`config.mk`:
```
export PLATFORM = sky130hd
export DESIGN_NAME = sad_min_tracker
export DESIGN_NICKNAME = d
export VERILOG_FILES = /design/src/rtl/sad_pkg.sv /design/src/rtl/sad_pos_counter.sv /design/src/rtl/sad_min_tracker.sv
export SDC_FILE = /design/constraint.sdc
export NUM_CORES = 1
export LEC_CHECK = 0
export BUFFER_PORTS_ARGS = -buffer_cell sky130_fd_sc_hd__buf_2
export CAP_MARGIN = 10
export CORE_UTILIZATION = 57
export DETAILED_ROUTE_END_ITERATION = 10
export GPL_ROUTABILITY_DRIVEN = 0
export PLACE_DENSITY = 0.85
export SETUP_SLACK_MARGIN = 0.02
export SYNTH_ARGS = -nofsm -noshare
export SYNTH_HDL_FRONTEND = slang
export SYNTH_SLANG_ARGS = --single-unit
```
`constraint.sdc`:
```
create_clock -name Clk -period 7.6 [get_ports Clk]
set_clock_uncertainty 0.15 [all_clocks]
set_input_delay 1.52 -clock Clk [delete_from_list [all_inputs] [get_ports Clk]]
set_output_delay 1.52 -clock Clk [all_outputs]
set_load 0.005 [all_outputs]
```
`src/rtl/sad_pkg.sv`:
```
// Shared definitions for the SAD minimum tracker: FSM state type,
// default SAD width / block size, and the candidate-count helper.
package sad_pkg;

  localparam int SAD_W = 32;
  localparam int WIN   = 4;

  typedef enum logic [1:0] {
    IDLE = 2'd0,
    SCAN = 2'd1,
    DONE = 2'd2
  } state_e;

  // Number of block positions along one axis of the search frame.
  function automatic int num_pos(input int frame, input int win);
    return frame - win + 1;
  endfunction

endpackage

```
`src/rtl/sad_pos_counter.sv`:
```
// 2-D raster position counter (x fastest) with clear, advance and a flag
// marking the last candidate position.
module sad_pos_counter #(
  parameter int NX = 13,
  parameter int NY = 13,
  parameter int XW = 4,
  parameter int YW = 4
) (
  input  logic          clk_i,
  input  logic          rst_ni,
  input  logic          clr_i,
  input  logic          adv_i,
  output logic [XW-1:0] pos_x_o,
  output logic [YW-1:0] pos_y_o,
  output logic          last_o
);
  import sad_pkg::*;

  logic [XW-1:0] x_q, x_d;
  logic [YW-1:0] y_q, y_d;

  // Next position: clear has priority; x wraps at NX-1 and carries into y.
  always_comb begin
    x_d = x_q;
    y_d = y_q;
    if (clr_i) begin
      x_d = '0;
      y_d = '0;
    end else if (adv_i) begin
      if (x_q == XW'(NX - 1)) begin
        x_d = '0;
        if (y_q == YW'(NY - 1)) y_d = '0;
        else                    y_d = y_q + 1'b1;
      end else begin
        x_d = x_q + 1'b1;
      end
    end
  end

  // Position registers.
  always_ff @(posedge clk_i or negedge rst_ni) begin
    if (!rst_ni) begin
      x_q <= '0;
      y_q <= '0;
    end else begin
      x_q <= x_d;
      y_q <= y_d;
    end
  end

  assign pos_x_o = x_q;
  assign pos_y_o = y_q;
  assign last_o  = (x_q == XW'(NX - 1)) && (y_q == YW'(NY - 1));

endmodule

```
`src/rtl/sad_min_tracker.sv`:
```
// Tracks the minimum SAD and its (x, y) over a raster scan of candidate
// block positions, pulsing Done when the scan completes.
// Optional feature macro: SAD_EARLY_EXIT_EN (a zero SAD ends the scan).
module sad_min_tracker #(
  parameter int FRAME_W = 16,
  parameter int FRAME_H = 16,
  parameter int WIN     = sad_pkg::WIN,
  parameter int SAD_W   = sad_pkg::SAD_W
) (
  input  logic                       Clk,
  input  logic                       Reset,
  input  logic                       Start,
  input  logic                       SADValid,
  input  logic [SAD_W-1:0]           SADIn,
  output logic                       Ready,
  output logic                       Busy,
  output logic                       Done,
  output logic [SAD_W-1:0]           MinSAD,
  output logic [$clog2(FRAME_W)-1:0] MinX,
  output logic [$clog2(FRAME_H)-1:0] MinY
);
  import sad_pkg::*;

  localparam int XW = $clog2(FRAME_W);
  localparam int YW = $clog2(FRAME_H);
  localparam int NX = num_pos(FRAME_W, WIN);
  localparam int NY = num_pos(FRAME_H, WIN);

  state_e           state_q, state_d;
  logic [SAD_W-1:0] min_sad_q, min_sad_d;
  logic [XW-1:0]    min_x_q, min_x_d;
  logic [YW-1:0]    min_y_q, min_y_d;
  logic             scan_q, done_q;
  logic             pos_clr, pos_adv, pos_last, zero_exit;
  logic [XW-1:0]    pos_x;
  logic [YW-1:0]    pos_y;

  sad_pos_counter #(
    .NX(NX),
    .NY(NY),
    .XW(XW),
    .YW(YW)
  ) u_pos (
    .clk_i  (Clk),
    .rst_ni (Reset),
    .clr_i  (pos_clr),
    .adv_i  (pos_adv),
    .pos_x_o(pos_x),
    .pos_y_o(pos_y),
    .last_o (pos_last)
  );

`ifdef SAD_EARLY_EXIT_EN
  assign zero_exit = (SADIn == '0);
`else
  assign zero_exit = 1'b0;
`endif

  // Next state and minimum update; strict compare keeps the earliest tie.
  always_comb begin
    state_d   = state_q;
    min_sad_d = min_sad_q;
    min_x_d   = min_x_q;
    min_y_d   = min_y_q;
    pos_clr   = 1'b0;
    pos_adv   = 1'b0;
    case (state_q)
      IDLE: begin
        if (Start) begin
          state_d   = SCAN;
          pos_clr   = 1'b1;
          min_sad_d = '1;
          min_x_d   = '0;
          min_y_d   = '0;
        end
      end
      SCAN: begin
        if (SADValid) begin
          pos_adv = 1'b1;
          if (SADIn < min_sad_q) begin
            min_sad_d = SADIn;
            min_x_d   = pos_x;
            min_y_d   = pos_y;
          end
          if (pos_last || zero_exit) state_d = DONE;
        end
      end
      DONE:    state_d = IDLE;
      default: state_d = IDLE;
    endcase
  end

  // State, result and registered status outputs.
  always_ff @(posedge Clk or negedge Reset) begin
    if (!Reset) begin
      state_q   <= IDLE;
      min_sad_q <= '1;
      min_x_q   <= '0;
      min_y_q   <= '0;
      scan_q    <= 1'b0;
      done_q    <= 1'b0;
    end else begin
      state_q   <= state_d;
      min_sad_q <= min_sad_d;
      min_x_q   <= min_x_d;
      min_y_q   <= min_y_d;
      scan_q    <= (state_d == SCAN);
      done_q    <= (state_d == DONE);
    end
  end

  assign Ready  = scan_q;
  assign Busy   = scan_q;
  assign Done   = done_q;
  assign MinSAD = min_sad_q;
  assign MinX   = min_x_q;
  assign MinY   = min_y_q;

endmodule

```
# Word-level counts from Yosys, hierarchy flattened
# Cells that the tools add are included.
totals:
  register_bits: 52
  inputBits: 36
  elab_cells: 52
op_classes:
  addsub: 2
  magnitude_cmp: 1
  n_eq_ne: 8
  muxes: 26
  reduce_logical: 7
op_table:
  columns: ["operator", "count"]
  rows:
  - ["32-bit two-way mux", 3]
  - ["32-bit one-hot mux with 2 select lines", 1]
  - ["4-bit two-way mux", 12]
  - ["32-bit < comparator", 1]
  - ["4-bit one-hot mux with 2 select lines", 2]
  - ["4-bit by 1-bit adder with 4-bit output (second input constant)", 2]
  - ["4-bit equality test (second input constant)", 2]
  - ["2-bit two-way mux", 3]
  - ["2-bit inequality test (second input constant)", 3]
  - ["2-bit nonzero test", 3]
  - ["2-bit by 1-bit equality test with 1-bit output (second input constant)", 2]
  - ["1-bit two-way mux", 4]
  - ["2-bit one-hot mux with 2 select lines", 1]
  - ["4-bit AND reduction", 1]
  - ["2-bit equality test (second input constant)", 1]
  - ["2-bit zero test", 1]
  - ["2-bit AND reduction", 1]
  - ["1-bit logical AND", 1]

# Logic depth before layout (Yosys ltp)
depth:
  word_depth: 6
  depth_mapped: 9
  mapped_depth_nobuf: 8

# By module
# Synthesis repeated with hierarchy kept, for this count alone.
unflattened:
  cells_unflattened: 279
  area_unflattened_um2: 2905.3
by_module_without_submodules:
  columns: ["mod", "n_inst", "cells_per_inst", "area_per_inst_um2", "seq_area_each_um2"]
  rows:
  - ["sad_min_tracker", 1, 228, 2448.6, 1141.1]
  - ["sad_pos_counter", 1, 51, 456.7, 200.2]

# Worst setup path after synthesis
# No wires, ideal clock.
synth_timing:
  kind: "in2reg"
  from: "in SADIn[7]"
  to: "reg min_sad_q[16] (netlist: MinSAD[16])"
  arrival_time_ns: 3.260
  required_ns: 7.370
  slack_ns: 4.110
  cell_stages: 7
  n_path_buf: 1
  cell_sequence: "ha_1 -> nand4_1 -> o311a_1 -> o41a_1 -> o221a_4 -> buf_6 -> o22a_1"
synth_via:
  elab_chain_cells: 3
synth_lines:
  columns: ["element", "line_no", "text"]
  rows:
  - ["from (decl)", "sad_min_tracker.sv:14", "input logic [SAD_W-1:0] SADIn,"]
  - ["32-bit < comparator", "sad_min_tracker.sv:80", "if (SADIn < min_sad_q) begin"]
  - ["2-bit inequality test (no source line)", null, null]
  - ["4-bit AND reduction (no source line)", null, null]
  - ["to (signal assigned)", "sad_min_tracker.sv:104", "min_sad_q <= min_sad_d;"]
  - ["to (decl)", "sad_min_tracker.sv:30", "logic [SAD_W-1:0] min_sad_q, min_sad_d;"]
# No other way between the ends.
# A chain may end at the register's enable or synchronous reset.

# Final worst setup path
layout_timing:
  from: "in SADIn[7]"
  to: "reg min_x_q[0] (netlist: MinX[0])"
layout_via:
  elab_chain_cells: 3
layout_lines:
  columns: ["element", "line_no", "text"]
  rows:
  - ["32-bit < comparator", "sad_min_tracker.sv:80", null]
  - ["2-bit inequality test (no source line)", null, null]
  - ["4-bit AND reduction (no source line)", null, null]
  - ["to (signal assigned)", "sad_min_tracker.sv:105", "min_x_q <= min_x_d;"]
  - ["to (decl)", "sad_min_tracker.sv:31", "logic [XW-1:0] min_x_q, min_x_d;"]
# No other way between the ends.

==> results.ini <==
[drt]
drt_iter0_markers = 155
vias = 2333
drcViolationCount = 0
detail-route-antenna-nets = 0
firstDrtPassIters = 4
routedWlPerCell_microns = 14.02
drt-total-wl_mm = 5.916
viasPerCell = 5.528

[timing]
setup-tns-final_ns = 0
slew_headroom = 0.5694
setup_viol_count_final = 0
hold_violations = 0
post-route-period-util = 0.4917
fin_ws_ns = 3.863
max_freq_mhz = 267.6
slew_viol_final = 0
period_needed_ns = 3.737
rsz0062_at_grt = no
tightest_slew_ns = 0.6459

[floorplanning]
core_area_sq_um = 4880
die-area_sq_um = 5511
die_h_microns = 74.24
num_io_pins = 79
initial_core_util = 0.6095
fp-row-count = 25
die_x_microns = 74.24

[finish]
post-route-util = 0.7144
drive_gt1_frac = 0.3634
fill_cells = 382
antenna_cells = 0
syn2layout_area_growth_pct = 17.21
final_cell_area_sq_um = 3486
fin_nets = 425

[logic_synthesis]
synthCells = 278
ys_ff_latch = 52
synth.distinct_cells = 36
yosys_warnings = 0
ys_seq_area_frac = 0.4510
synth.area.top_cells = dfstp_2 (28%), dfrtp_1 (17%), ha_1 (15%), o22a_1 (9.4%), inv_1 (6.1%)
synthFlopType = dfstp_2
syn_area_sq_um = 2974
syn_nets = 349
synthArstFlopShare = 1.000
synth_area_per_cell_sq_um = 10.70
synth_top_area_cell = dfstp_2
yosysTopAreaCellShare = 0.2827
synth-edff-count = 0
synth.top_cells.by_count = inv_1 (48), ha_1 (35), dfstp_2 (32), o22a_1 (32), dfrtp_1 (20)
synth.most_common_cell = inv_1

[pwr]
power.density_nw_per_um2 = 369.2
p_switching_uw = 464.4
pwr-share-clk = 0.145
p_seq_frac = 0.413
leakagePower_nw = 1.798
p_comb_frac = 0.442
intPower_uw = 822.4
peakVddDrop_mv = 0.1820
swShare = 0.3609
fin_total_pwr_mw = 1.287

[worst_setup_path]
worstPathRequired_ns = 7.62
worst_path_max_delay_cell = o211ai_4
cp_cell_sequence = buf_2 -> ha_1 -> nand4_1 -> o311a_1 -> o41a_1 -> o211ai_4 -> buf_16 -> o22ai_2
crit_buf_inv = 2
critPathMaxStageDelay_ns = 0.55
critPathMaxFanout = 26
critPathArrivalTime_ns = 3.76
reg2reg_to = MinX[0]
crit_family = compound AO/OA/AOI/OAI gates
critical_path.startpoint_type = primary input
critPathLaunch = SADIn[7]
worst_setup_path_end_kind = flop
rr_startpoint = MinSAD[7]
worst-setup-path-type = in -> reg
ff2ff_path_depth = 8
r2r_slack_ns = 4.60

[global_routing]
grt_pass1_wl_mm = 9.673
antenna_found_initial = 0
track_usage = 0.2337
grt.overflow.total = 0
grt_max_degree = 53
first_global_vias = 2139

[clocking]
htreeDepth = 2
cts_sinks = 52
cts_buffers = 5
tritoncts = done
clockRootBuffer = clkbuf_8
clockBufferDepth = 2
clk_pin_slew_ns = 0.09
cts_setup_buffers = 0
clkLatencyLatePin_ns = 0.30
cts_resized = 0
cts_hold_buf = 0

[outcome]
status = finished, final reports clean

[placement]
post_dp_cell_area_sq_um = 3351
pre_cts_slack_ns = 3.272
port-buffer-count = 78
dp.final_hpwl_mm = 4.299

[job]
maxCapViolCount = 0

[hold_path]
hold-path-cell-count = 2
min_from = MinY[2]
holdPathEnd = MinY[2]
hp-class = reg -> reg

==> cell usage in the layout (no fill, tap or decap), types with 3 or more instances in the layout <==
master | Yosys | layout
clkbuf_8 | 0 | 5
and3_1 | 5 | 5
a21oi_1 | 19 | 19
ha_1 | 35 | 35
dfstp_2 | 32 | 32
o22ai_2 | 8 | 8
buf_2 | 0 | 78
nor2_1 | 5 | 5
nand4_1 | 5 | 5
and2_1 | 4 | 4
o21ai_1 | 4 | 4
o22a_1 | 32 | 32
nand2_1 | 16 | 16
nand3_1 | 4 | 4
o21ai_0 | 7 | 7
nor3_1 | 3 | 3
inv_1 | 48 | 48
dfrtp_1 | 20 | 20
==> logic make-up after synthesis <==
logic type | after synthesis | share of synthesized area
compound gates | 84 | 0.2247
buf+inv | 59 | 0.09592
flops | 52 | 0.4510
simple gates | 48 | 0.08119
fa+ha+maj | 35 | 0.1472
==> layer usage <==
layer,up-vias,track usage,share of wire
li1,1141,-,-
met1,1114,0.3050,0.46
met2,74,0.3848,0.47
met3,4,0.05827,0.057
met4,0,0.07547,0.011
met5,-,0,0
==> registers in the layout, summed over array words and instances, names as in the netlist <==
name / cells
u_pos.pos_x_o: 4
MinSAD: 32
Busy: 1
state_q: 2
MinX: 4
Done: 1
MinY: 4
u_pos.pos_y_o: 4
==> worst max-delay path by stage <==
stage | to | slack (ns) | cells past startpoint
floorplan | MinSAD[16] | 4.11 | 7
global placement | MinSAD[8] | 3.37 | 7
detailed placement | MinSAD[26] | 3.27 | 7
CTS | MinSAD[26] | 3.63 | 7
global route | MinX[3] | 3.78 | 8
finish | MinX[0] | 3.86 | 8
==> cell type report <==
type	instances	area (sq um)	share of cell area
clock buffer	6	72.57	0.02082
clock inverter	2	35.03	0.01005
inverter	48	180.2	0.05169
tap	67	83.83	0.02405
multi-input combinational	167	1348	0.3866
sequential	52	1341	0.3848
timing repair buffer	80	425.4	0.1220
==> worst register-to-register path: stages, from the launching register on <==
cell and delay (ns):
dfstp_2 0.55, inv_1 0.04, ha_1 0.30, nand4_1 0.12, o311a_1 0.37, o41a_1 0.44, o211ai_4 0.55, buf_16 0.25
o22ai_2 0.10
==> per-stage QoR <==
stage	hold slack (ns)	std cells
finish	0.3605	422
global route	0.3851	422
CTS	0.3663	421
detailed placement	0.3428	413
global placement	0.3351	413
floorplan	0.3280	278
==> power groups by stage <==
stage	sequential (mW)	clock [mW]	combinational, mW
2_1_floorplan	0.537	0	0.386
6_report	0.532	0.186	0.569
3_5_place_dp	0.535	0	0.561
4_1_cts	0.532	0.191	0.561
5_1_grt	0.550	0.204	0.648
3_3_place_gp	0.530	0	0.530
No activity file was read; power rests on OpenSTA's default activity.
